File: src/rtl/multi_cycle_adder.sv
// Digit-serial adder/subtractor: DIGIT bits per clock, start/done handshake, sum and NZCV-style flags.
// Optional abort input enabled by defining MULTI_CYCLE_ADDER_ABORT_EN.
module multi_cycle_adder #(
  parameter int WIDTH = 32,
  parameter int DIGIT = 4
) (
  input  logic             clk_i,
  input  logic             rst_i,
  input  logic             start_i,
`ifdef MULTI_CYCLE_ADDER_ABORT_EN
  input  logic             abort_i,
`endif
  input  logic             sub_i,
  input  logic             cin_i,
  input  logic [WIDTH-1:0] src1_i,
  input  logic [WIDTH-1:0] src2_i,
  output logic             busy_o,
  output logic             done_o,
  output logic [WIDTH-1:0] sum_o,
  output logic             cout_o,
  output logic             overflow_o,
  output logic             zero_o
);

  localparam int N     = WIDTH / DIGIT;
  localparam int CNT_W = (N > 1) ? $clog2(N) : 1;
  localparam logic [CNT_W-1:0] LAST_CNT = CNT_W'(N - 1);

  typedef enum logic [1:0] {
    S_IDLE = 2'd0,
    S_RUN  = 2'd1,
    S_DONE = 2'd2
  } state_t;

  state_t             r_state;
  state_t             w_state_next;
  logic [CNT_W-1:0]   r_cnt;
  logic [WIDTH-1:0]   r_a;
  logic [WIDTH-1:0]   r_b;
  logic               r_carry;
  logic [WIDTH-1:0]   r_psum;
  logic               r_busy;
  logic               r_done;
  logic [WIDTH-1:0]   r_sum;
  logic               r_cout;
  logic               r_ovf;
  logic               r_zero;

  logic               w_abort;
  logic               w_last;
  logic [DIGIT:0]     w_dsum;
  logic [WIDTH-1:0]   w_psum_next;
  logic               w_c_msb;
  logic               w_c_out;

`ifdef MULTI_CYCLE_ADDER_ABORT_EN
  assign w_abort = abort_i;
`else
  assign w_abort = 1'b0;
`endif

  // Operands shift right each RUN cycle, so the active digit is always the low one.
  assign w_last      = (r_cnt == LAST_CNT);
  assign w_dsum      = {1'b0, r_a[DIGIT-1:0]} + {1'b0, r_b[DIGIT-1:0]} + {{DIGIT{1'b0}}, r_carry};
  assign w_psum_next = (r_psum >> DIGIT) | (WIDTH'(w_dsum[DIGIT-1:0]) << (WIDTH - DIGIT));
  assign w_c_out     = w_dsum[DIGIT];
  // Carry into the top bit recovered from that bit's inputs and its sum bit.
  assign w_c_msb     = r_a[DIGIT-1] ^ r_b[DIGIT-1] ^ w_dsum[DIGIT-1];

  // State register
  always_ff @(posedge clk_i or negedge rst_i) begin
    if (!rst_i) begin
      r_state <= S_IDLE;
    end else begin
      r_state <= w_state_next;
    end
  end

  // Next-state decode
  always_comb begin
    w_state_next = r_state;
    case (r_state)
      S_IDLE: begin
        if (start_i) w_state_next = S_RUN;
        else         w_state_next = S_IDLE;
      end
      S_RUN: begin
        if (w_abort)     w_state_next = S_IDLE;
        else if (w_last) w_state_next = S_DONE;
        else             w_state_next = S_RUN;
      end
      S_DONE: begin
        if (start_i) w_state_next = S_RUN;
        else         w_state_next = S_IDLE;
      end
      default: w_state_next = S_IDLE;
    endcase
  end

  // Handshake outputs registered from the next state
  always_ff @(posedge clk_i or negedge rst_i) begin
    if (!rst_i) begin
      r_busy <= 1'b0;
      r_done <= 1'b0;
    end else begin
      r_busy <= (w_state_next == S_RUN);
      r_done <= (w_state_next == S_DONE);
    end
  end

  // Operand latch, digit-serial datapath and result/flag capture
  always_ff @(posedge clk_i or negedge rst_i) begin
    if (!rst_i) begin
      r_cnt   <= {CNT_W{1'b0}};
      r_a     <= {WIDTH{1'b0}};
      r_b     <= {WIDTH{1'b0}};
      r_carry <= 1'b0;
      r_psum  <= {WIDTH{1'b0}};
      r_sum   <= {WIDTH{1'b0}};
      r_cout  <= 1'b0;
      r_ovf   <= 1'b0;
      r_zero  <= 1'b0;
    end else begin
      case (r_state)
        S_IDLE, S_DONE: begin
          if (start_i) begin
            r_a     <= src1_i;
            r_b     <= sub_i ? ~src2_i : src2_i;
            r_carry <= sub_i ? 1'b1 : cin_i;
            r_cnt   <= {CNT_W{1'b0}};
          end
        end
        S_RUN: begin
          if (w_abort) begin
            r_cnt   <= {CNT_W{1'b0}};
            r_carry <= 1'b0;
          end else begin
            r_a     <= r_a >> DIGIT;
            r_b     <= r_b >> DIGIT;
            r_psum  <= w_psum_next;
            r_carry <= w_c_out;
            r_cnt   <= r_cnt + CNT_W'(1);
            if (w_last) begin
              r_sum  <= w_psum_next;
              r_cout <= w_c_out;
              r_ovf  <= w_c_msb ^ w_c_out;
              r_zero <= (w_psum_next == {WIDTH{1'b0}});
            end
          end
        end
        default: begin
          r_cnt <= {CNT_W{1'b0}};
        end
      endcase
    end
  end

  assign busy_o     = r_busy;
  assign done_o     = r_done;
  assign sum_o      = r_sum;
  assign cout_o     = r_cout;
  assign overflow_o = r_ovf;
  assign zero_o     = r_zero;

endmodule

File: config.mk
export PLATFORM = sky130hd
export DESIGN_NAME = multi_cycle_adder
export DESIGN_NICKNAME = d
export VERILOG_FILES = /design/src/rtl/multi_cycle_adder.sv
export SDC_FILE = /design/constraint.sdc
export NUM_CORES = 1
export LEC_CHECK = 0
export ABC_AREA = 1
export BUFFER_PORTS_ARGS = -buffer_cell sky130_fd_sc_hd__buf_2
export CAP_MARGIN = 5
export CORE_UTILIZATION = 60
export CTS_CLUSTER_SIZE = 40
export DETAILED_ROUTE_END_ITERATION = 8
export PLACE_DENSITY = 0.83
export SYNTH_ARGS = -nofsm -noshare
export SYNTH_HDL_FRONTEND = slang
export SYNTH_SLANG_ARGS = --single-unit
File: constraint.sdc
create_clock -name clk_i -period 3.2 [get_ports clk_i]
set_input_delay 0.8 -clock clk_i [delete_from_list [all_inputs] [get_ports clk_i]]
set_output_delay 0.8 -clock clk_i [all_outputs]
set_load 0.02 [all_outputs]
==> reports/qor.txt, run 1 <==
hold buffers post-CTS -> 0
layout cells sized above 1 -> 24.1%
Slew Limit Fails -> 0
synth warn -> 0
fmax -> 0.475 GHz
core area -> 9730 µm²
Clk pwr share -> 24.1%
share of the yosys chip area belonging to registers -> 56.5%
Synth Area in Compound Gates -> 16.5%
Post-Route WL -> 12300 µm
number of global-route vias before repair -> 4476
Nets -> 792
Total GRT Usage -> 25.8%
Synth Cell Area -> 5980 µm²
Tmin final -> 2.11 ns
final hold violation count -> 0
I/O Buffers -> 105
site row count -> 36
die width -> 102 µm
combinational fraction of design power -> 35.8%
switching part of the total -> 40.6%
antenna-violating nets left -> 0
multiplexer area fraction after synthesis -> 0%
pin count of the biggest net entering global routing -> 96
pwr/cell area -> 1060 nW/µm²
Num Clock Sinks -> 135
Antenna Cells -> 0
Initial DRC Count -> 235
fillcell total -> 711
Top Ports -> 106
XOR/XNOR Fraction of Synth Area -> 3.08%
unrepaired setup endpoints after global routing -> false
CTS tree -> built
biggest area consumer among synthesized cells -> dfrtp_1
Tightest Pin Transition -> 0.909 ns
Via density -> 5.43
post-synth top area share -> 56.5%
status -> complete, no violations
CTS buffer count -> 17
Mapped Nets -> 699
remaining global-route overflow -> 0
P_int -> 4430 µW
most frequent cells in the layout -> 189 x nand2_1, 135 x dfrtp_1, 104 x buf_2
maximum VDD drop -> 728 µV
Placer Congestion -> 0.801
Die Ht -> 102 µm
DR DRC count -> 0
Reg2Reg Depth -> 6
min-delay worst type -> input port to async pin
Simple-Gate Fraction of Synth Area -> 16.3%
dpl cells -> 830
Max-slew headroom -> 39.4%
Setup crit end kind -> register
antenna violations before repair -> 0
Unique masters post-synth -> 27
Longest Clk Path Bufs -> 2
critical path arrival -> 2.57 ns
Maximum Capacitance Violations -> 0
kind of critical path -> register to register
TNS Setup -> 0 ns
top post-synthesis cells by area -> dfrtp_1 57%, nand2_1 12%, o21ai_0 6.6%, a22oi_2 5.7%, xnor2_1 3.1%
dpl hpwl -> 7880 µm
Flop pwr share -> 40.1%
H-tree Lvls -> 4
Cells after Synth -> 623
clk_skew -> 0.00808 ns
Wirelength per Cell -> 14.3 µm
Non-Filler Instances -> 862
CP startpoint kind -> register
first-pass GRT wire length -> 20600 µm
switching power -> 3020 µW
commonest non-fill, non-tap cell in the layout -> nand2_1
leak pwr -> 0.00350 µW
Avg Inst Size Synth -> 9.59 µm²
Worst-Skew Late Latency -> 0.52 ns
Finish-stage setup viols -> 0
Area Growth Syn to Fin -> 18.1%
routed via count -> 4684
Root Driver -> clkbuf_8
Final Cycle Share -> 65.8%
CP max FO -> 77
Initial Util -> 61.4%
Reg clk slew, reported paths -> 0.07 ns
Critical Path RT -> 3.66 ns
#FFs+latches synth -> 135
Initial DRT Pass Iterations -> 6
Synth Area in Adders -> 1.72%
largest family of logic cells by synthesized area -> compound AO/OA/AOI/OAI gates
Post-CTS Setup Inserts -> 0
hold slack -> 0.179 ns
die area -> 10400 µm²
post-CTS sizing -> 0
[cell families (layout without fill, tap and decap cells)]
family	Yosys count	count (layout)
DFF	135	135
and+or+nand+nor	242	242
adders and majority gates	7	7
buffers and inverters	72	178
AOI/OAI and AO/OA	146	146
xor gates and xnor gates	21	21
[Yosys cell counts]
library cell and count:
clkbuf_1 6, ha_1 5, o21bai_1 1, nand3_1 23, nand4_1 1, buf_4 7
nand2_2 1, o211ai_1 6, o21ai_1 9, o21a_1 1, fa_1 2, dfrtp_1 135
o21ai_0 79, a21oi_1 13, a22oi_2 27, buf_6 4, a22o_1 5, inv_4 2
nor2_8 1, inv_2 2, a22oi_1 5, inv_1 33, xnor2_1 21, buf_2 18
nand2_4 2, nand2_1 189, nor2_1 25
[area by class of cell]
type	count	area (µm²)	share of cell area, %
Sequential cell	135	3380	47.9
Multi-Input combinational cell	416	2240	31.8
Timing Repair Buffer	109	574	8.14
Clock buffer	17	414	5.87
Tap cell	133	166	2.36
Inverter	37	144	2.04
Clock inverter	15	135	1.91
[per-stage QoR]
step | cell area [µm²] | total power, µW | utilization [%] | setup slack [ns]
floorplan | 5980 | 4960 | - | 1.35
global placement | 6510 | 5480 | 66.9 | 1.01
detailed placement | 6510 | 5640 | 66.9 | 0.946
CTS | 7060 | 7490 | 72.5 | 1.09
global route | 7060 | 8000 | 72.5 | 0.936
finish | 7060 | 7450 | 72.5 | 1.09
[state kept, by name, indices dropped and copies added, names as in the netlist]
signal	count
busy_o	1
cout_o	1
done_o	1
overflow_o	1
r_a	32
r_b	32
r_carry	1
r_cnt	3
r_psum	28
r_state	2
sum_o	32
zero_o	1
[per-layer routing]
| layer | share of wire [%] | GRT usage (%) |
|---|---|---|
| met2 | 50 | 42.3 |
| met1 | 42 | 33.4 |
| met4 | 1.8 | 10.2 |
| met5 | 0 | 0 |
| met3 | 5.7 | 6.63 |
[power by group through the flow]
stage	clock, µW	sequential (µW)	combinational [µW]
floorplan	0	3140	1820
global placement	0	2960	2520
detailed placement	0	2990	2650
CTS	1810	2980	2700
global route	1890	3070	3050
finish	1800	2980	2660
[final timing paths]
path / from / slack (ns) / endpoint
min in group clk_i: sum_o[3]$_DFFE_PN0P_ / 0.48 / sum_o[3]$_DFFE_PN0P_
setup / recovery: r_state[1]$_DFF_PN0_ / 1.09 / zero_o$_DFFE_PN0P_
max in group asynchronous: rst_i / 2.22 / r_b[15]$_DFFE_PN0P_
hold / removal: rst_i / 0.18 / sum_o[18]$_DFFE_PN0P_
hold reg to reg: sum_o[3]$_DFFE_PN0P_ / 0.48 / sum_o[3]$_DFFE_PN0P_
setup reg to reg: r_state[1]$_DFF_PN0_ / 1.09 / zero_o$_DFFE_PN0P_
[critical path, stage by stage (launching register included)]
cell	delay [ns]
dfrtp_1	0.43
nor2_8	0.39
buf_4	0.69
nand2_1	0.20
nor2_1	0.18
nand3_1	0.09
nand2_1	0.06
(Power assumes the default switching activity.)
==> inputs of run 2 (changes only) <==
--- a/config.mk
+++ b/config.mk
@@ -8,10 +8,10 @@
 export ABC_AREA = 1
 export BUFFER_PORTS_ARGS = -buffer_cell sky130_fd_sc_hd__buf_2
 export CAP_MARGIN = 5
-export CORE_UTILIZATION = 60
+export CORE_UTILIZATION = 50
 export CTS_CLUSTER_SIZE = 40
 export DETAILED_ROUTE_END_ITERATION = 8
-export PLACE_DENSITY = 0.83
+export PLACE_DENSITY = 0.73
 export SYNTH_ARGS = -nofsm -noshare
 export SYNTH_HDL_FRONTEND = slang
 export SYNTH_SLANG_ARGS = --single-unit
==> constraint.sdc (replaced) <==
create_clock -name clk_i -period 1.92 [get_ports clk_i]
set_input_delay 0.48 -clock clk_i [delete_from_list [all_inputs] [get_ports clk_i]]
set_output_delay 0.48 -clock clk_i [all_outputs]
set_load 0.02 [all_outputs]
==> run 2 against run 1 <==
  * The flow now finishes with violations (DRC)
  * Critical path depth rose by 3
  * Utilization fell by 9.1 points
  * Clock power rose by 81%
  * Wire length fell by 0.97%
  * Worst hold slack improved by 0.10 ns
  * Register-to-register slack got worse by 1.0 ns
  * Sequential cell count did not move
  * Sequential power rose by 66%
  * Final area rose by 3.5%
  * Via count fell by 2.0%
  * Critical path type unchanged
  * Critical endpoint unchanged
  * Largest cell class unchanged
==> reports/qor.txt, run 2 (synthesized netlist as in run 1, its figures left out) <==
H-tree Lvls -> 4
core area -> 11500 µm²
Via density -> 5.18
pin count of the biggest net entering global routing -> 55
remaining global-route overflow -> 0
critical path's largest stage delay -> 0.44 ns
Root Driver -> clkbuf_16
Finish-stage setup viols -> 0
setup ws final -> 0.0569 ns
Seq. cell area -> 3380 µm²
Longest Clk Path Bufs -> 2
Total GRT Usage -> 21.6%
Area Growth Syn to Fin -> 22.3%
Num Clock Sinks -> 135
I/O Buffers -> 105
Reg clk slew, reported paths -> 0.06 ns
Final Cycle Share -> 97.0%
Placed Instance Area -> 6670 µm²
critical path arrival -> 2.21 ns
routed via count -> 4588
Post-Route WL -> 12200 µm
Top Ports -> 106
site row count -> 39
worst slack, placed -> -0.121 ns
die width -> 111 µm
Initial Util -> 51.9%
CP max FO -> 2
first-pass GRT wire length -> 21100 µm
layout cells sized above 1 -> 25.7%
kind of critical path -> register to register
status -> finished with violations
Die Ht -> 111 µm
antenna-violating nets left -> 0
min-delay worst type -> input port to register
maximum VDD drop -> 666 µV
design area -> 7310 µm²
CTS tree -> built
Initial DRT Pass Iterations -> 6
Critical Path RT -> 2.27 ns
die area -> 12400 µm²
Initial DRC Count -> 212
hold slack -> 0.284 ns
final hold violation count -> 0
Max stage delay cell, worst path -> fa_2
commonest non-fill, non-tap cell in the layout -> nand2_1
Wirelength per Cell -> 13.7 µm
fmax -> 0.537 GHz
Maximum Capacitance Violations -> 0
dpl cells -> 852
CP startpoint kind -> register
flop2flop setup slack -> 0.06 ns
clk_skew -> 0.00475 ns
unrepaired setup endpoints after global routing -> true
failing checks -> DRC
Placer Congestion -> 0.806
antenna violations before repair -> 0
Max-slew headroom -> 50.9%
Non-Filler Instances -> 886
Tmin final -> 1.86 ns
Slew Limit Fails -> 0
Nets -> 806
DR DRC count -> 16
Antenna Cells -> 0
most frequent cells in the layout -> 189 x nand2_1, 135 x dfrtp_1, 104 x buf_2
Worst-Skew Late Latency -> 0.41 ns
number of global-route vias before repair -> 4507
CTS buffer count -> 17
dpl hpwl -> 8480 µm
multi-input logic area -> 2260 µm²
crit path cell chain -> fa_2 > fa_2 > nor2_1 > nand2_1 > nor2_1 > nand2_1 > nor2_1 > nand3_1 > nand2_1
Tightest Pin Transition -> 0.735 ns
Setup crit end kind -> register
leak pwr -> 0.00362 µW
fillcell total -> 992
pwr/cell area -> 1770 nW/µm²
[run 2: path summary, 6_finish.rpt]
check / startpoint / depth (start not counted) / endpoint
worst max-delay path: r_carry$_DFFE_PN0P_ / 9 / zero_o$_DFFE_PN0P_
max in group asynchronous: rst_i / 3 / r_cnt[0]$_DFFE_PN0P_
worst min-delay path: src1_i[31] / 3 / r_a[31]$_DFFE_PN0P_
worst min register to register: sum_o[9]$_DFFE_PN0P_ / 2 / sum_o[9]$_DFFE_PN0P_
worst max register to register: r_carry$_DFFE_PN0P_ / 9 / zero_o$_DFFE_PN0P_
min in group asynchronous: rst_i / 2 / sum_o[19]$_DFFE_PN0P_
[run 2: layer usage]
layer | track usage [%] | wire length, µm | vias to the layer above
li1 | - | - | 2266
met1 | 28.7 | 5660 | 2209
met2 | 34.7 | 5800 | 96
met3 | 4.90 | 508 | 17
met4 | 8.47 | 205 | 0
met5 | 0 | 0 | -
[run 2: power by group]
part,total [µW],switching (µW),internal [µW]
logic,4690,2840,1850
registers,4960,826,4130
clock network,3260,1150,2110
[run 2: layout make-up]
type,instances,share of cell area (%)
Clock inverter,7,1.23
Clock buffer,25,7.05
Inverter,37,1.97
Timing Repair Buffer,123,10.2
Tap cell,143,2.45
Sequential cell,135,46.2
Multi-Input combinational cell,416,30.9
[run 2: through the flow]
step	TNS, ns	util (%)	total power, µW
global placement	-0.0197	57.9	9460
detailed placement	-0.244	57.9	9660
CTS	0	63.4	13000
global route	-0.0629	63.5	13900
finish	0	63.5	12900
floorplan	0	-	8270
[run 2: repair_timing]
item	4_1_cts	5_1_grt
buffers inserted	0	1
hold buffers	1	0
gates resized for setup	4	0
hold endpoints to repair	39	0
pin swaps	0	2
endpoints found under the setup margin	4	2
[run 2: worst max-delay path: cells and delay by family (launching register included)]
family	cells	cell delay, ns
adder cells (fa/ha/maj)	2	0.86
AND/OR/NAND/NOR	7	0.55
flip-flops	1	0.41
